===== src/rtl/add_serial_pkg.sv =====
// Shared types and defaults for the round-robin serial-add scheduler.
//   state_t    : scheduler FSM state (IDLE/ADD/DONE)
//   DEF_*      : default operand width and requester count
//   rr_index   : (base + off) mod n, used for the wrap-around arbiter search
package add_serial_pkg;

  typedef enum logic [1:0] {
    IDLE = 2'd0,
    ADD  = 2'd1,
    DONE = 2'd2
  } state_t;

  localparam int unsigned DEF_WIDTH = 8;
  localparam int unsigned DEF_NREQ  = 4;

  // Wrap-around index; base and off are both below n, so one subtraction suffices.
  function automatic int unsigned rr_index(int unsigned base, int unsigned off, int unsigned n);
    int unsigned s;
    s = base + off;
    if (s >= n) s = s - n;
    return s;
  endfunction

endpackage


===== src/rtl/add_serial_sched_if.sv =====
// Requester / response bundle for the serial-add scheduler.
//   req_valid/req_ready : per-requester handshake (req_ready at most one-hot)
//   req_a/req_b         : packed operands, requester i at [i*WIDTH +: WIDTH]
//   rsp_valid/rsp_ready : response handshake
//   rsp_id/rsp_sum/rsp_cout : tagged result
// master = requesters + consumer side, slave = scheduler side.
interface add_serial_sched_if
  import add_serial_pkg::*;
#(
  parameter int unsigned NREQ  = DEF_NREQ,
  parameter int unsigned WIDTH = DEF_WIDTH
);
  localparam int unsigned IDW = $clog2(NREQ);

  logic [NREQ-1:0]       req_valid;
  logic [NREQ-1:0]       req_ready;
  logic [NREQ*WIDTH-1:0] req_a;
  logic [NREQ*WIDTH-1:0] req_b;
  logic                  rsp_valid;
  logic                  rsp_ready;
  logic [IDW-1:0]        rsp_id;
  logic [WIDTH-1:0]      rsp_sum;
  logic                  rsp_cout;

  modport master (
    output req_valid, req_a, req_b, rsp_ready,
    input  req_ready, rsp_valid, rsp_id, rsp_sum, rsp_cout
  );

  modport slave (
    input  req_valid, req_a, req_b, rsp_ready,
    output req_ready, rsp_valid, rsp_id, rsp_sum, rsp_cout
  );

endinterface


===== src/rtl/add_serial_core.sv =====
// Bit-serial LSB-first adder datapath.
//   clk, rst    : clock, async active-low reset
//   load        : capture a_in/b_in, clear count and carry
//   shift       : process one bit (a/b shift right, sum bit into result MSB)
//   a_in, b_in  : operands captured on load
//   sum, cout   : registered result, updated only on the final bit
//   last_c      : combinational, high while the next shift is the final bit
module add_serial_core
  import add_serial_pkg::*;
#(
  parameter int unsigned WIDTH = DEF_WIDTH
) (
  input  logic             clk,
  input  logic             rst,
  input  logic             load,
  input  logic             shift,
  input  logic [WIDTH-1:0] a_in,
  input  logic [WIDTH-1:0] b_in,
  output logic [WIDTH-1:0] sum,
  output logic             cout,
  output logic             last_c
);
  localparam int unsigned CW = (WIDTH > 1) ? $clog2(WIDTH) : 1;

  logic [WIDTH-1:0] a_q;
  logic [WIDTH-1:0] b_q;
  logic [WIDTH-1:0] res_q;
  logic             carry_q;
  logic [CW-1:0]    count_q;
  logic             bit_c;
  logic             carry_c;

  // Full-adder slice on the current LSBs.
  assign bit_c   = a_q[0] ^ b_q[0] ^ carry_q;
  assign carry_c = (a_q[0] & b_q[0]) | (a_q[0] & carry_q) | (b_q[0] & carry_q);
  assign last_c  = (count_q == CW'(WIDTH - 1));

  // Operand/result shift registers; sum/cout hold the last completed result.
  always_ff @(posedge clk or negedge rst) begin
    if (!rst) begin
      a_q     <= '0;
      b_q     <= '0;
      res_q   <= '0;
      carry_q <= 1'b0;
      count_q <= '0;
      sum     <= '0;
      cout    <= 1'b0;
    end else if (load) begin
      a_q     <= a_in;
      b_q     <= b_in;
      carry_q <= 1'b0;
      count_q <= '0;
    end else if (shift) begin
      a_q     <= a_q >> 1;
      b_q     <= b_q >> 1;
      res_q   <= {bit_c, res_q[WIDTH-1:1]};
      carry_q <= carry_c;
      count_q <= count_q + CW'(1);
      if (last_c) begin
        sum  <= {bit_c, res_q[WIDTH-1:1]};
        cout <= carry_c;
      end
    end
  end

endmodule


===== src/rtl/add_serial_sched.sv =====
// Round-robin scheduler sharing one bit-serial adder among NREQ requesters.
//   clk, rst : clock, async active-low reset
//   bus      : slave side of add_serial_sched_if (requests in, tagged result out)
//   busy     : registered, high whenever the FSM is not in IDLE
// req_ready is the only combinational output (from req_valid, ptr and state).
module add_serial_sched
  import add_serial_pkg::*;
#(
  parameter int unsigned NREQ  = DEF_NREQ,
  parameter int unsigned WIDTH = DEF_WIDTH
) (
  input  logic             clk,
  input  logic             rst,
  add_serial_sched_if.slave bus,
  output logic             busy
);
  localparam int unsigned IDW = $clog2(NREQ);

  state_t           state_q;
  state_t           state_d;
  logic [IDW-1:0]   ptr_q;
  logic [IDW-1:0]   id_q;
  logic [IDW-1:0]   rsp_id_q;
  logic             rsp_valid_q;
  logic [IDW-1:0]   gnt_id_c;
  logic             gnt_found_c;
  logic [NREQ-1:0]  gnt_c;
  logic             load_c;
  logic             shift_c;
  logic             last_c;
  logic [WIDTH-1:0] sum;
  logic             cout;

  // First valid requester at or after ptr, with wrap.
  always_comb begin
    gnt_found_c = 1'b0;
    gnt_id_c    = '0;
    for (int unsigned k = 0; k < NREQ; k++) begin
      if (!gnt_found_c && bus.req_valid[rr_index(32'(ptr_q), k, NREQ)]) begin
        gnt_found_c = 1'b1;
        gnt_id_c    = IDW'(rr_index(32'(ptr_q), k, NREQ));
      end
    end
  end

  // Next-state and datapath controls.
  always_comb begin
    state_d = state_q;
    gnt_c   = '0;
    load_c  = 1'b0;
    shift_c = 1'b0;
    case (state_q)
      IDLE: begin
        if (gnt_found_c) begin
          gnt_c   = NREQ'(1) << gnt_id_c;
          load_c  = 1'b1;
          state_d = ADD;
        end
      end
      ADD: begin
        shift_c = 1'b1;
        if (last_c) state_d = DONE;
      end
      DONE: begin
        if (bus.rsp_ready) state_d = IDLE;
      end
      default: state_d = IDLE;
    endcase
  end

  // State, round-robin pointer and result tag.
  always_ff @(posedge clk or negedge rst) begin
    if (!rst) begin
      state_q     <= IDLE;
      ptr_q       <= '0;
      id_q        <= '0;
      rsp_id_q    <= '0;
      rsp_valid_q <= 1'b0;
      busy        <= 1'b0;
    end else begin
      state_q     <= state_d;
      rsp_valid_q <= (state_d == DONE);
      busy        <= (state_d != IDLE);
      if (load_c) id_q <= gnt_id_c;
      // Tag is published with the result so it survives the next accept.
      if (state_q == ADD && last_c) rsp_id_q <= id_q;
      if (state_q == DONE && bus.rsp_ready)
        ptr_q <= (id_q == IDW'(NREQ - 1)) ? '0 : id_q + IDW'(1);
    end
  end

  add_serial_core #(.WIDTH(WIDTH)) u_core (
    .clk    (clk),
    .rst    (rst),
    .load   (load_c),
    .shift  (shift_c),
    .a_in   (bus.req_a[gnt_id_c*WIDTH +: WIDTH]),
    .b_in   (bus.req_b[gnt_id_c*WIDTH +: WIDTH]),
    .sum    (sum),
    .cout   (cout),
    .last_c (last_c)
  );

  assign bus.req_ready = gnt_c;
  assign bus.rsp_valid = rsp_valid_q;
  assign bus.rsp_id    = rsp_id_q;
  assign bus.rsp_sum   = sum;
  assign bus.rsp_cout  = cout;

endmodule

===== src/flat_wrapper.sv =====
// flat-port wrapper written by rule: the top's interface ports become plain ports
module add_serial_sched_flat import add_serial_pkg::*;
#(
  parameter int unsigned NREQ  = DEF_NREQ,
  parameter int unsigned WIDTH = DEF_WIDTH
)
  (clk, rst, busy, bus_req_valid, bus_req_a, bus_req_b, bus_rsp_ready, bus_req_ready, bus_rsp_valid, bus_rsp_id, bus_rsp_sum, bus_rsp_cout);
  add_serial_sched_if #(.NREQ(NREQ), .WIDTH(WIDTH)) bus_i ();
  input  logic clk;
  input  logic rst;
  output logic busy;
  input wire logic [$bits(bus_i.req_valid)-1:0] bus_req_valid;
  input wire logic [$bits(bus_i.req_a)-1:0] bus_req_a;
  input wire logic [$bits(bus_i.req_b)-1:0] bus_req_b;
  input wire logic [$bits(bus_i.rsp_ready)-1:0] bus_rsp_ready;
  output wire logic [$bits(bus_i.req_ready)-1:0] bus_req_ready;
  output wire logic [$bits(bus_i.rsp_valid)-1:0] bus_rsp_valid;
  output wire logic [$bits(bus_i.rsp_id)-1:0] bus_rsp_id;
  output wire logic [$bits(bus_i.rsp_sum)-1:0] bus_rsp_sum;
  output wire logic [$bits(bus_i.rsp_cout)-1:0] bus_rsp_cout;
  assign bus_i.req_valid = bus_req_valid;
  assign bus_i.req_a = bus_req_a;
  assign bus_i.req_b = bus_req_b;
  assign bus_i.rsp_ready = bus_rsp_ready;
  assign bus_req_ready = bus_i.req_ready;
  assign bus_rsp_valid = bus_i.rsp_valid;
  assign bus_rsp_id = bus_i.rsp_id;
  assign bus_rsp_sum = bus_i.rsp_sum;
  assign bus_rsp_cout = bus_i.rsp_cout;
  add_serial_sched #(.NREQ(NREQ), .WIDTH(WIDTH)) u_core (.clk(clk), .rst(rst), .bus(bus_i), .busy(busy));
endmodule

===== config.mk =====
export PLATFORM = sky130hd
export DESIGN_NAME = add_serial_sched_flat
export DESIGN_NICKNAME = d
export VERILOG_FILES = /design/src/rtl/add_serial_pkg.sv /design/src/rtl/add_serial_sched_if.sv /design/src/rtl/add_serial_core.sv /design/src/rtl/add_serial_sched.sv /design/src/flat_wrapper.sv
export SDC_FILE = /design/constraint.sdc
export NUM_CORES = 1
export LEC_CHECK = 0
export BUFFER_PORTS_ARGS = -buffer_cell sky130_fd_sc_hd__buf_2
export CORE_ASPECT_RATIO = 0.5
export CORE_UTILIZATION = 54
export CTS_CLUSTER_DIAMETER = 150
export DETAILED_ROUTE_END_ITERATION = 8
export GPL_TIMING_DRIVEN = 0
export HOLD_SLACK_MARGIN = 0.08
export PLACE_DENSITY = 0.85
export SLEW_MARGIN = 20
export SYNTH_ARGS = -nofsm -noshare
export SYNTH_HDL_FRONTEND = slang
export SYNTH_SLANG_ARGS = --single-unit

===== constraint.sdc =====
create_clock -name clk -period 6.2 [get_ports clk]
set_clock_uncertainty 0.05 [all_clocks]
set_input_delay 1.86 -clock clk [delete_from_list [all_inputs] [get_ports clk]]
set_output_delay 1.86 -clock clk [all_outputs]
set_load 0.02 [all_outputs]

==> results of run 1 <==
[worst min-delay path: cells and delay by family (launching register included)]
family	cells	cell delay [ns]
and+or+nand+nor	1	0.04
AOI/OAI and AO/OA	1	0.06
DFF	1	0.34
[placed cells by master (no fill, tap or decap), drive strengths merged, types with 3 or more instances in the layout]
master  instances
buf            98
o221ai         15
inv             4
a22oi           5
mux2           10
nor2            4
ha              3
mux2i          33
dfrtp          46
nor2b           4
and3            9
a21oi           9
o21ai          11
clkbuf          8
nand2          36
[stage by stage]
stage | utilization (%) | instances
6_report | 74.1 | 369
3_5_place_dp | 71.9 | 361
2_1_floorplan | - | 220
3_3_place_gp | 71.9 | 361
5_1_grt | 74.1 | 369
4_1_cts | 74.1 | 369
[flip-flops by register name, summed over array words and instances, names as in the netlist]
| name | flops |
|---|---|
| u_core.bus.rsp_valid | 1 |
| u_core.ptr_q | 2 |
| u_core.state_q | 2 |
| u_core.busy | 1 |
| u_core.id_q | 2 |
| u_core.u_core.count_q | 3 |
| u_core.u_core.carry_q | 1 |
| u_core.u_core.a_q | 8 |
| u_core.bus.rsp_id | 2 |
| u_core.u_core.b_q | 8 |
| u_core.u_core.sum | 8 |
| u_core.u_core.cout | 1 |
| u_core.u_core.res_q | 7 |
[layout make-up]
type | count | area, um2
multi-input cells | 156 | 1190
flip-flops and latches | 46 | 1150
fillers | 292 | 1070
repair buffers | 87 | 438
plain buffers | 14 | 121
clock buffers | 5 | 68.8
well taps | 54 | 67.6
clock inverters | 3 | 21.3
inverters | 4 | 15.0
[Yosys cell counts, types with 4 or more instances]
library cell	count	area, um2
sky130_fd_sc_hd__mux2_2	10	113
sky130_fd_sc_hd__mux2i_1	33	330
sky130_fd_sc_hd__o221ai_2	10	150
sky130_fd_sc_hd__nor2b_1	4	25.0
sky130_fd_sc_hd__a21oi_1	9	45.0
sky130_fd_sc_hd__dfrtp_1	46	1150
sky130_fd_sc_hd__inv_1	4	15.0
sky130_fd_sc_hd__o21ai_0	9	45.0
sky130_fd_sc_hd__nor2_1	4	15.0
sky130_fd_sc_hd__o221ai_1	5	43.8
sky130_fd_sc_hd__a22oi_1	5	37.5
sky130_fd_sc_hd__nand2_1	36	135
sky130_fd_sc_hd__and3_1	9	56.3
sky130_fd_sc_hd__buf_2	5	25.0
[path summary, 6_finish.rpt]
kind / from / end / slack (ns) / cells past startpoint
min reg2reg: u_core.u_core.sum[7] / u_core.u_core.sum[7] / 0.43 / 2
max: bus_req_valid[3] / bus_req_ready[3] / 0.89 / 7
min: u_core.u_core.sum[7] / u_core.u_core.sum[7] / 0.43 / 2
max in group asynchronous: rst / u_core.u_core.res_q[4] / 4.23 / 1
max reg2reg: u_core.ptr_q[1] / u_core.u_core.a_q[0] / 4.24 / 6
min in group asynchronous: rst / u_core.u_core.a_q[3] / 1.49 / 1
[cells by family after synthesis]
| group | Yosys count | share of synthesized area (%) |
|---|---|---|
| buffers and inverters | 18 | 5.51 |
| multiplexers | 43 | 17.9 |
| flip-flops | 46 | 46.5 |
| AND/OR/NAND/NOR | 62 | 12.1 |
| AO/OA/AOI/OAI | 47 | 15.7 |
| adder cells (fa/ha/maj) | 4 | 2.32 |
[layer usage]
layer  global-route usage (%)  wire length (um)  vias up
met5                        0                 0        -
met3                     5.96               295        6
met1                     32.1              2590     1004
li1                         -                 -      993
met2                     45.0              2980       75
met4                     11.6                54        0
[report_power, final]
group          switching, W  internal [W]  leakage (nW)  total, W
Sequential        0.0000839      0.000434         0.580  0.000518
Combinational      0.000374      0.000294          1.03  0.000669
Clock              0.000107     0.0000793        0.0441  0.000187
Total              0.000565      0.000808          1.65   0.00137
==> tab_implementation.tex, run 1 <==
\begin{tabular}{lr}
\hline
Metric & Value \\
\hline
\multicolumn{2}{l}{\textbf{Power and ir drop}} \\
\quad Power after layout & 0.00137 W \\
\quad Total power divided by cell area & between 400 and 500 nW/um2 \\
\quad Worst-case vdd ir drop & 0.000171 V \\
\quad Leakage power of the design & approximately 1.7 nW \\
\multicolumn{2}{l}{\textbf{Critical path}} \\
\quad Family with the most delay on the worst path & simple AND/OR/NAND/NOR gates \\
\quad CP max FO & 10 \\
\quad Critical path data required time & around 4.3 ns \\
\quad Worst path max stage delay & 0.46 ns \\
\quad Critical Path Slowest Stage Cell & sky130\_fd\_sc\_hd\_\_nor4\_1 \\
\quad Endpoint class of the critical path & output port \\
\quad Critical path start-end classification & in -> out \\
\quad Buffers and inverters on the worst path & 3 \\
\quad Startpoint type of the worst setup path & primary input \\
\quad Worst EP arrival & about 3.4 ns \\
\quad Ordered list of cells on the worst path & buf\_2 > nor4\_1 > nor3\_2 > nand3\_2 > buf\_2 > nor2\_1 > buf\_2 \\
\quad Most frequent CP cell & sky130\_fd\_sc\_hd\_\_buf\_2 \\
\multicolumn{2}{l}{\textbf{Clocking}} \\
\quad Inserted Clock Buffers & 5 \\
\quad TritonCTS clock tree & built \\
\quad Cell at the root of the clock tree & sky130\_fd\_sc\_hd\_\_clkbuf\_8 \\
\quad Clock insertion delay at the later pin of the skew report & between 0.3 and 0.4 ns \\
\quad CTS H-tree lvls & 2 \\
\quad Number of cells upsized or downsized after cts & 0 \\
\quad Number of buffers on the longest clock path & 2 \\
\quad Worst-path clk slew & approximately 0.090 ns \\
\quad Hold buffers post-CTS & 0 \\
\quad Post-CTS setup repair buffer count & 0 \\
\quad Number of sinks driven by the clock tree & 46 \\
\multicolumn{2}{l}{\textbf{Routing}} \\
\quad Detailed router's first-iteration violation count & 74 \\
\quad DRT Pass-1 Iters & 6 \\
\quad Ratio of routed vias to standard cells & between 5 and 6 \\
\quad Drt drc & 6 \\
\quad Via total after detailed routing & 2078 \\
\quad Mean routed wirelength per cell & between 15 and 20 um \\
\quad Antenna-violating nets left & 0 \\
\quad Routed Wire Length & around 6000 um \\
\multicolumn{2}{l}{\textbf{Cells and area}} \\
\quad Total number of nets in the final design & 389 \\
\quad Number of inserted diodes & 0 \\
\quad Final Instance Area & between 3000 and 4000 um2 \\
\quad Layout cell share with drive strength beyond 1 & 40.6\% \\
\quad Area overhead of the layout relative to synthesis & 24.1\% \\
\multicolumn{2}{l}{\textbf{STA}} \\
\quad Setup repair after global routing missed its margin & no \\
\quad Post-layout worst setup margin & 0.895 ns \\
\quad Final Hold Fails & 0 \\
\quad Final setup TNS & 0 ns \\
\quad Total of endpoints with negative setup slack in the final report & 0 \\
\quad Transition time of the tightest slew-check pin & 0.563 ns \\
\quad Pins over their slew limit & 0 \\
\quad Post-route worst hold slack & approximately 0.43 ns \\
\quad Slew margin rel. & 62.5\% \\
\quad Time the worst path needs with I/O delays and setup & 5.31 ns \\
\quad Share of the clock period used by the worst path after layout & 85.6\% \\
\quad Maximum clock rate & between 150 and 200 MHz \\
\multicolumn{2}{l}{\textbf{Die}} \\
\quad Core Footprint & 4140 um2 \\
\quad Io pins & 88 \\
\quad Number of cell rows & 16 \\
\quad Initial Util & 59.8\% \\
\quad Vert. Die Dim & 49.9 um \\
\quad Full die area & 4880 um2 \\
\quad Die span in x & 97.8 um \\
\multicolumn{2}{l}{\textbf{Flow run}} \\
\quad Number of maximum-capacitance violations & 0 \\
\multicolumn{2}{l}{\textbf{Outcome}} \\
\quad Failing checks & DRC \\
\quad Result of the run & finished with violations \\
\multicolumn{2}{l}{\textbf{Placed design}} \\
\quad Routability-driven placement congestion ratio & between 0.8 and 0.9 \\
\quad HPWL Detailed & approximately 4400 um \\
\quad Placed Area & 2980 um2 \\
\quad Quantity of I/O buffers inserted on ports & 87 \\
\quad Minimum setup slack after placement & a little over 0.9 ns \\
\multicolumn{2}{l}{\textbf{Min path}} \\
\quad Type of the most critical hold path & reg -> reg \\
\multicolumn{2}{l}{\textbf{Global routing}} \\
\quad Initial antenna violation count & 0 \\
\quad Number of global-route vias before repair & 2104 \\
\quad Global-route wire length before repair & roughly 9600 um \\
\quad Total global routing overflow & 0 \\
\quad Maximum number of pins on one net before global-route repair & between 40 and 50 \\
\quad Overall routing resource usage & 26.2\% \\
\multicolumn{2}{l}{\textbf{Synth}} \\
\quad Synth async-reset ratio & 100\% \\
\quad Netlist cell types & 37 \\
\quad Sequential area share after synthesis & 46.5\% \\
\quad Flop and latch count out of synthesis & 46 \\
\quad Number of flops mapped to enable cells by yosys & 0 \\
\quad Synth warnings & 0 \\
\quad Total nets after synthesis & 295 \\
\quad Cell count after synthesis & 220 \\
\quad Mean Syn Cell Area & 11.3 um2 \\
\quad Post-Syn Area & about 2500 um2 \\
\quad Ys flop type & sky130\_fd\_sc\_hd\_\_dfrtp\_1 \\
\hline
\end{tabular}
Power figures use the tool's default switching activity.
==> run 2, diff against run 1 <==
- REMOVE_ABC_BUFFERS: not set -> 1
==> run 2 against run 1 <==
Against the previous run: the flow still finishes with violations (DRC); via count shrank 2.0%; register-to-register slack lost 0.38 ns; combinational power shrank 9.1%; non-clock buffer count shrank 13; clock-buffer cell count is the same; clock power is essentially flat; final cell count shrank 3.5%; hold slack gained 0.0035 ns; sequential power is essentially flat; die area is the same; wire length shrank 10%; core utilization shrank 2.1 points; highest routed layer unchanged.
==> tab_implementation.tex, run 2 (same netlist as run 1, synthesis figures left out) <==
\begin{tabular}{lr}
\hline
Metric & Value \\
\hline
\multicolumn{2}{l}{\textbf{Outcome}} \\
\quad Result of the run & finished with violations \\
\quad Failing checks & DRC \\
\multicolumn{2}{l}{\textbf{Global routing}} \\
\quad Number of global-route vias before repair & just over 2k \\
\quad Total global routing overflow & 0 \\
\quad Global-route wire length before repair & 9010 um \\
\quad Maximum number of pins on one net before global-route repair & between 40 and 50 \\
\quad Overall routing resource usage & 23.6\% \\
\quad Initial antenna violation count & 0 \\
\multicolumn{2}{l}{\textbf{STA}} \\
\quad Setup repair after global routing missed its margin & no \\
\quad Maximum clock rate & 175 MHz \\
\quad Slew margin rel. & 33.8\% \\
\quad Time the worst path needs with I/O delays and setup & 5.73 ns \\
\quad Final Hold Fails & 0 \\
\quad Transition time of the tightest slew-check pin & 0.992 ns \\
\quad Post-route worst hold slack & 0.433 ns \\
\quad Total of endpoints with negative setup slack in the final report & 0 \\
\quad Final setup TNS & 0 ns \\
\quad Share of the clock period used by the worst path after layout & 92.3\% \\
\quad Pins over their slew limit & 0 \\
\multicolumn{2}{l}{\textbf{Cells and area}} \\
\quad Most common library cell in the layout ignoring fill and taps & sky130\_fd\_sc\_hd\_\_buf\_2 \\
\quad Area taken by multi-input logic gates & 1200 um2 \\
\quad FF/Latch Area & 1150 um2 \\
\quad Layout cell share with drive strength beyond 1 & 39.1\% \\
\quad Area overhead of the layout relative to synthesis & 20.6\% \\
\quad Total number of nets in the final design & 376 \\
\quad Number of inserted diodes & 0 \\
\quad Fillers & 316 \\
\quad Highest-count cells in the layout ignoring fill and taps & sky130\_fd\_sc\_hd\_\_buf\_2 (87), sky130\_fd\_sc\_hd\_\_dfrtp\_1 (46), sky130\_fd\_sc\_hd\_\_nand2\_1 (36) \\
\quad Registers with the most flip-flops & u\_core.u\_core.a\_q: 8 flops, u\_core.u\_core.b\_q: 8 flops, u\_core.u\_core.sum: 8 flops \\
\multicolumn{2}{l}{\textbf{Clocking}} \\
\quad Worst-path clk slew & 0.09 ns \\
\quad Inserted Clock Buffers & 5 \\
\quad Number of sinks driven by the clock tree & 46 \\
\quad Cell at the root of the clock tree & sky130\_fd\_sc\_hd\_\_clkbuf\_8 \\
\quad CTS H-tree lvls & 2 \\
\quad Number of buffers on the longest clock path & 2 \\
\quad Number of cells upsized or downsized after cts & 0 \\
\quad TritonCTS clock tree & built \\
\quad Clock insertion delay at the later pin of the skew report & 0.31 ns \\
\quad Post-CTS setup repair buffer count & 0 \\
\quad Hold buffers post-CTS & 0 \\
\multicolumn{2}{l}{\textbf{Placed design}} \\
\quad HPWL Detailed & just under 4000 um \\
\quad Quantity of I/O buffers inserted on ports & 87 \\
\quad Routability-driven placement congestion ratio & about 0.75 \\
\multicolumn{2}{l}{\textbf{Critical path}} \\
\quad CP max FO & 18 \\
\quad Timing endpoint of the critical path & bus\_req\_ready[0] \\
\quad Endpoint class of the critical path & output port \\
\quad Logic depth of the worst register-to-register path & 3 \\
\quad Startpoint type of the worst setup path & primary input \\
\quad Worst EP arrival & 3.82 ns \\
\quad Critical path start-end classification & in -> out \\
\quad Register-to-register setup slack & 3.86 ns \\
\quad Critical path data required time & $\sim$4.3 ns \\
\quad Terminus of the critical flop-to-flop path & u\_core.bus.rsp\_id[0] \\
\quad Critical path launch point & bus\_req\_valid[3] \\
\quad Reg2Reg Launch Point & u\_core.state\_q[1] \\
\multicolumn{2}{l}{\textbf{Die}} \\
\quad Initial Util & roughly three fifths \\
\quad Number of cell rows & 16 \\
\quad Core Footprint & 4140 um2 \\
\quad Vert. Die Dim & 49.9 um \\
\quad Io pins & 88 \\
\quad Die span in x & 97.8 um \\
\quad Full die area & $\sim$4900 um2 \\
\multicolumn{2}{l}{\textbf{Power and ir drop}} \\
\quad Leakage power of the design & around 1.6 nW \\
\quad Worst-case vdd ir drop & between 0.00015 and 0.0002 V \\
\quad Total power divided by cell area & 439 nW/um2 \\
\multicolumn{2}{l}{\textbf{Flow run}} \\
\quad Number of maximum-capacitance violations & 0 \\
\multicolumn{2}{l}{\textbf{Routing}} \\
\quad DRT Pass-1 Iters & 6 \\
\quad Antenna-violating nets left & 0 \\
\quad Mean routed wirelength per cell & 14.9 um \\
\quad Routed Wire Length & 5310 um \\
\quad Detailed router's first-iteration violation count & between 70 and 80 \\
\quad Via total after detailed routing & about 2k \\
\quad Drt drc & 2 \\
\quad Ratio of routed vias to standard cells & approximately 5.7 \\
\multicolumn{2}{l}{\textbf{Min path}} \\
\quad Type of the most critical hold path & reg -> reg \\
\hline
\end{tabular}
==> run 2: changes by cell type in the layout (fill, tap and decap cells not counted) <==
| cell | previous run | this run |
|---|---|---|
| sky130_fd_sc_hd__o221ai_2 | 10 | 9 |
| sky130_fd_sc_hd__clkbuf_1 | 3 | 0 |
| sky130_fd_sc_hd__buf_8 | 1 | 0 |
| sky130_fd_sc_hd__buf_12 | 2 | 0 |
| sky130_fd_sc_hd__buf_6 | 2 | 0 |
| sky130_fd_sc_hd__buf_2 | 91 | 87 |
| sky130_fd_sc_hd__buf_4 | 2 | 0 |
| sky130_fd_sc_hd__buf_16 | 0 | 1 |
| sky130_fd_sc_hd__o221ai_4 | 0 | 1 |
==> run 2: worst max-delay path, stage by stage <==
cell                      delay, ns
sky130_fd_sc_hd__buf_2         0.13
sky130_fd_sc_hd__nor4_1        0.46
sky130_fd_sc_hd__or3_1         0.46
sky130_fd_sc_hd__a21o_1        0.62
sky130_fd_sc_hd__nor2b_1       0.09
sky130_fd_sc_hd__buf_2         0.18
==> run 2: worst min path at each step <==
stage	slack [ns]	start	endpoint	cells past startpoint
finish	0.43	u_core.u_core.cout	u_core.u_core.cout	2
global route	0.48	u_core.u_core.sum[2]	u_core.u_core.sum[2]	1
CTS	0.44	u_core.u_core.cout	u_core.u_core.cout	2
detailed placement	0.42	u_core.u_core.cout	u_core.u_core.cout	2
global placement	0.41	u_core.u_core.res_q[1]	u_core.u_core.res_q[1]	2
floorplan	0.39	u_core.u_core.res_q[1]	u_core.u_core.res_q[1]	2
==> run 2: metrics by stage <==
step | utilization (%) | power, W | instance area, um2 | setup slack [ns] | cells
after CTS | 72.1 | 0.00132 | 2990 | 0.479 | 356
after global placement | 69.0 | 0.00109 | 2860 | 0.113 | 347
final | 72.1 | 0.00131 | 2990 | 0.475 | 356
after floorplan | - | 0.000945 | 2350 | 0.407 | 206
after detailed placement | 69.9 | 0.00113 | 2900 | 0.491 | 348
after global routing | 72.1 | 0.00141 | 2990 | 0.298 | 356
==> run 2: power by group <==
group / internal (W) / switching (W)
Combinational: 0.000262 / 0.000346
Clock: 0.0000793 / 0.000106
Sequential: 0.000434 / 0.0000846
==> run 2: layer usage <==
metal | GRT usage, % | wire, um
met1 | 27.3 | 2210
met3 | 4.11 | 271
met2 | 44.4 | 2730
met5 | 0 | 0
met4 | 8.84 | 96
==> run 2: final cells by class <==
class                   count  area share (%)
well taps                  54            2.26
inverters                   4           0.503
multi-input cells         156            40.2
clock inverters             3           0.712
repair buffers             88            15.5
flip-flops and latches     46            38.5
clock buffers               5            2.30
==> run 3, diff against run 2 <==
- CORE_UTILIZATION: 54 -> 50
- PLACE_DENSITY: 0.85 -> 0.79
- SLEW_MARGIN: 20 -> 0
- clock period: 6.2 -> 5.9 ns (I/O delays scaled with it)
==> run 3 against run 2 <==
Against the previous run: the flow now finishes without violations; global-route usage decreased by 3.1 points; register-to-register slack got worse by 0.32 ns; non-clock buffer count stayed put; clock power about the same; power rose by 2.8%; first-iteration DRC count rose by 12%; clock-buffer cell count rose by 1; flip-flop and latch count did not move; via count shrank 4.8%; combinational power is 2% higher; die area is 7.8% higher; critical endpoint unchanged.
==> tab_implementation.tex, run 3 (same netlist as run 1, synthesis figures left out) <==
\begin{tabular}{lr}
\hline
Metric & Value \\
\hline
\multicolumn{2}{l}{\textbf{Cells and area}} \\
\quad Layout cell share with drive strength beyond 1 & 38.7\% \\
\quad Highest-count cells in the layout ignoring fill and taps & sky130\_fd\_sc\_hd\_\_buf\_2 (87), sky130\_fd\_sc\_hd\_\_dfrtp\_1 (46), sky130\_fd\_sc\_hd\_\_nand2\_1 (36) \\
\quad Registers with the most flip-flops & u\_core.u\_core.a\_q: 8 flops, u\_core.u\_core.b\_q: 8 flops, u\_core.u\_core.sum: 8 flops \\
\quad Fillers & 391 \\
\quad Fraction of the core area covered by cells at the end of the flow & 65.4\% \\
\quad Most common library cell in the layout ignoring fill and taps & sky130\_fd\_sc\_hd\_\_buf\_2 \\
\quad Count of placed standard cells in the final layout, fillers left out & 368 \\
\quad Number of inserted diodes & 0 \\
\quad Area overhead of the layout relative to synthesis & 20.8\% \\
\quad Total number of nets in the final design & 376 \\
\multicolumn{2}{l}{\textbf{Routing}} \\
\quad Via total after detailed routing & 1940 \\
\quad Mean routed wirelength per cell & about 13 um \\
\quad Drt drc & 0 \\
\quad Ratio of routed vias to standard cells & 5.27 \\
\quad Routed Wire Length & 4840 um \\
\quad DRT Pass-1 Iters & 5 \\
\quad Detailed router's first-iteration violation count & 84 \\
\quad Antenna-violating nets left & 0 \\
\multicolumn{2}{l}{\textbf{STA}} \\
\quad Transition time of the tightest slew-check pin & between 0.9 and 1 ns \\
\quad Post-layout worst setup margin & around 0.37 ns \\
\quad Share of the clock period used by the worst path after layout & $\sim$94\% \\
\quad Setup repair after global routing missed its margin & no \\
\quad Total of endpoints with negative setup slack in the final report & 0 \\
\quad Pins over their slew limit & 0 \\
\quad Final Hold Fails & 0 \\
\quad Maximum clock rate & about 180 MHz \\
\quad Slew margin rel. & 33.8\% \\
\quad Time the worst path needs with I/O delays and setup & $\sim$5.5 ns \\
\multicolumn{2}{l}{\textbf{Clocking}} \\
\quad Number of cells upsized or downsized after cts & 0 \\
\quad Inserted Clock Buffers & 5 \\
\quad CTS H-tree lvls & 2 \\
\quad Cell at the root of the clock tree & sky130\_fd\_sc\_hd\_\_clkbuf\_8 \\
\quad Worst-path clk slew & roughly 0.080 ns \\
\quad Clock insertion delay at the later pin of the skew report & 0.30 ns \\
\quad Number of sinks driven by the clock tree & 46 \\
\quad TritonCTS clock tree & built \\
\quad Number of buffers on the longest clock path & 2 \\
\quad Hold buffers post-CTS & 0 \\
\quad Post-CTS setup repair buffer count & 0 \\
\multicolumn{2}{l}{\textbf{Power and ir drop}} \\
\quad Leakage power of the design & 1.60 nW \\
\quad Power after layout & approximately 0.0013 W \\
\quad Worst-case vdd ir drop & $\sim$0.00019 V \\
\quad Total power divided by cell area & around 450 nW/um2 \\
\multicolumn{2}{l}{\textbf{Critical path}} \\
\quad Worst EP arrival & around 3.7 ns \\
\quad Critical path launch point & bus\_req\_valid[3] \\
\quad Terminus of the critical flop-to-flop path & u\_core.bus.rsp\_id[1] \\
\quad Critical path start-end classification & in -> out \\
\quad Reg2Reg Launch Point & u\_core.state\_q[1] \\
\quad Timing endpoint of the critical path & bus\_req\_ready[0] \\
\quad Endpoint class of the critical path & output port \\
\quad Critical path data required time & $\sim$4 ns \\
\quad Startpoint type of the worst setup path & primary input \\
\quad Logic depth of the worst register-to-register path & 3 \\
\quad Register-to-register setup slack & approximately 3.5 ns \\
\quad CP max FO & 18 \\
\multicolumn{2}{l}{\textbf{Placed design}} \\
\quad HPWL Detailed & 3550 um \\
\quad Minimum setup slack after placement & 0.382 ns \\
\quad Routability-driven placement congestion ratio & about 0.8 \\
\quad Quantity of I/O buffers inserted on ports & 87 \\
\quad Number of placed instances, taps included & 360 \\
\multicolumn{2}{l}{\textbf{Min path}} \\
\quad Type of the most critical hold path & reg -> reg \\
\multicolumn{2}{l}{\textbf{Global routing}} \\
\quad GR Util met2 & 37.4\% \\
\quad Met3 Track Usage GR & between 5 and 6\% \\
\quad Overall routing resource usage & 20.5\% \\
\quad Initial antenna violation count & 0 \\
\quad Met1 GRT Util & 24.3\% \\
\quad Grt peak-use layer & met2 \\
\quad Total global routing overflow & 0 \\
\quad Global-route wire length before repair & 8080 um \\
\quad Number of global-route vias before repair & 1832 \\
\quad Maximum number of pins on one net before global-route repair & between 40 and 50 \\
\multicolumn{2}{l}{\textbf{Flow run}} \\
\quad Number of maximum-capacitance violations & 0 \\
\multicolumn{2}{l}{\textbf{Die}} \\
\quad Vert. Die Dim & 51.8 um \\
\quad Die span in x & $\sim$100 um \\
\quad Number of cell rows & 17 \\
\quad Full die area & 5250 um2 \\
\quad Initial Util & a little over half \\
\quad Core Footprint & 4570 um2 \\
\quad Io pins & 88 \\
\multicolumn{2}{l}{\textbf{Outcome}} \\
\quad Result of the run & completed \\
\hline
\end{tabular}
[run 3: cell count changes in the layout (fill, tap and decap cells not counted), sizes merged]
cell      previous run  this run
clkbuf               5         6
clkinvlp             1         0
[run 3: area by class of cell]
| class | count | area, um2 | share of cell area [%] |
|---|---|---|---|
| sequential | 46 | 1150 | 38.5 |
| timing repair buffer | 88 | 455 | 15.2 |
| multi-input combinational | 156 | 1200 | 40.1 |
| inverter | 4 | 15.0 | 0.502 |
| clock inverter | 2 | 13.8 | 0.460 |
| tap | 66 | 82.6 | 2.76 |
| clock buffer | 6 | 72.6 | 2.43 |
[run 3: report_power, final]
| group | switching [W] | total, W | leakage (nW) | internal (W) |
|---|---|---|---|---|
| logic | 0.000351 | 0.000623 | 0.978 | 0.000272 |
| clock network | 0.000104 | 0.000188 | 0.0452 | 0.0000836 |
| registers | 0.0000821 | 0.000538 | 0.580 | 0.000456 |
| total | 0.000538 | 0.00135 | 1.60 | 0.000812 |
[run 3: critical path: stages]
cell and delay (ns):
sky130_fd_sc_hd__buf_2 0.13, sky130_fd_sc_hd__nor4_1 0.43, sky130_fd_sc_hd__or3_1 0.46, sky130_fd_sc_hd__a21o_1 0.63
sky130_fd_sc_hd__nor2b_1 0.09, sky130_fd_sc_hd__buf_2 0.18
[run 3: metal layers]
metal / wire [um] / vias to the layer above / share of wire [%]
met1: 2170 / 918 / 45
met4: 49 / 0 / 1.0
met2: 2420 / 51 / 50
li1: - / 963 / -
met5: 0 / - / 0
met3: 198 / 8 / 4.1
[run 3: through the flow]
| stage | cell area, um2 | hold slack, ns | TNS (ns) |
|---|---|---|---|
| global placement | 2870 | 0.410 | -0.0485 |
| detailed placement | 2900 | 0.414 | 0 |
| CTS | 2990 | 0.435 | 0 |
| global route | 2990 | 0.462 | 0 |
| finish | 2990 | 0.430 | 0 |
| floorplan | 2350 | 0.392 | 0 |
[run 3: worst min path at each step]
stage / end / slack, ns / start / cells past startpoint
after floorplan: u_core.u_core.res_q[1] / 0.39 / u_core.u_core.res_q[1] / 2
after global placement: u_core.u_core.res_q[1] / 0.41 / u_core.u_core.res_q[1] / 2
after detailed placement: u_core.u_core.res_q[1] / 0.41 / u_core.u_core.res_q[1] / 2
after CTS: u_core.u_core.res_q[1] / 0.44 / u_core.u_core.res_q[1] / 2
after global routing: u_core.u_core.a_q[1] / 0.46 / u_core.u_core.a_q[2] / 2
final: u_core.u_core.cout / 0.43 / u_core.u_core.cout / 2
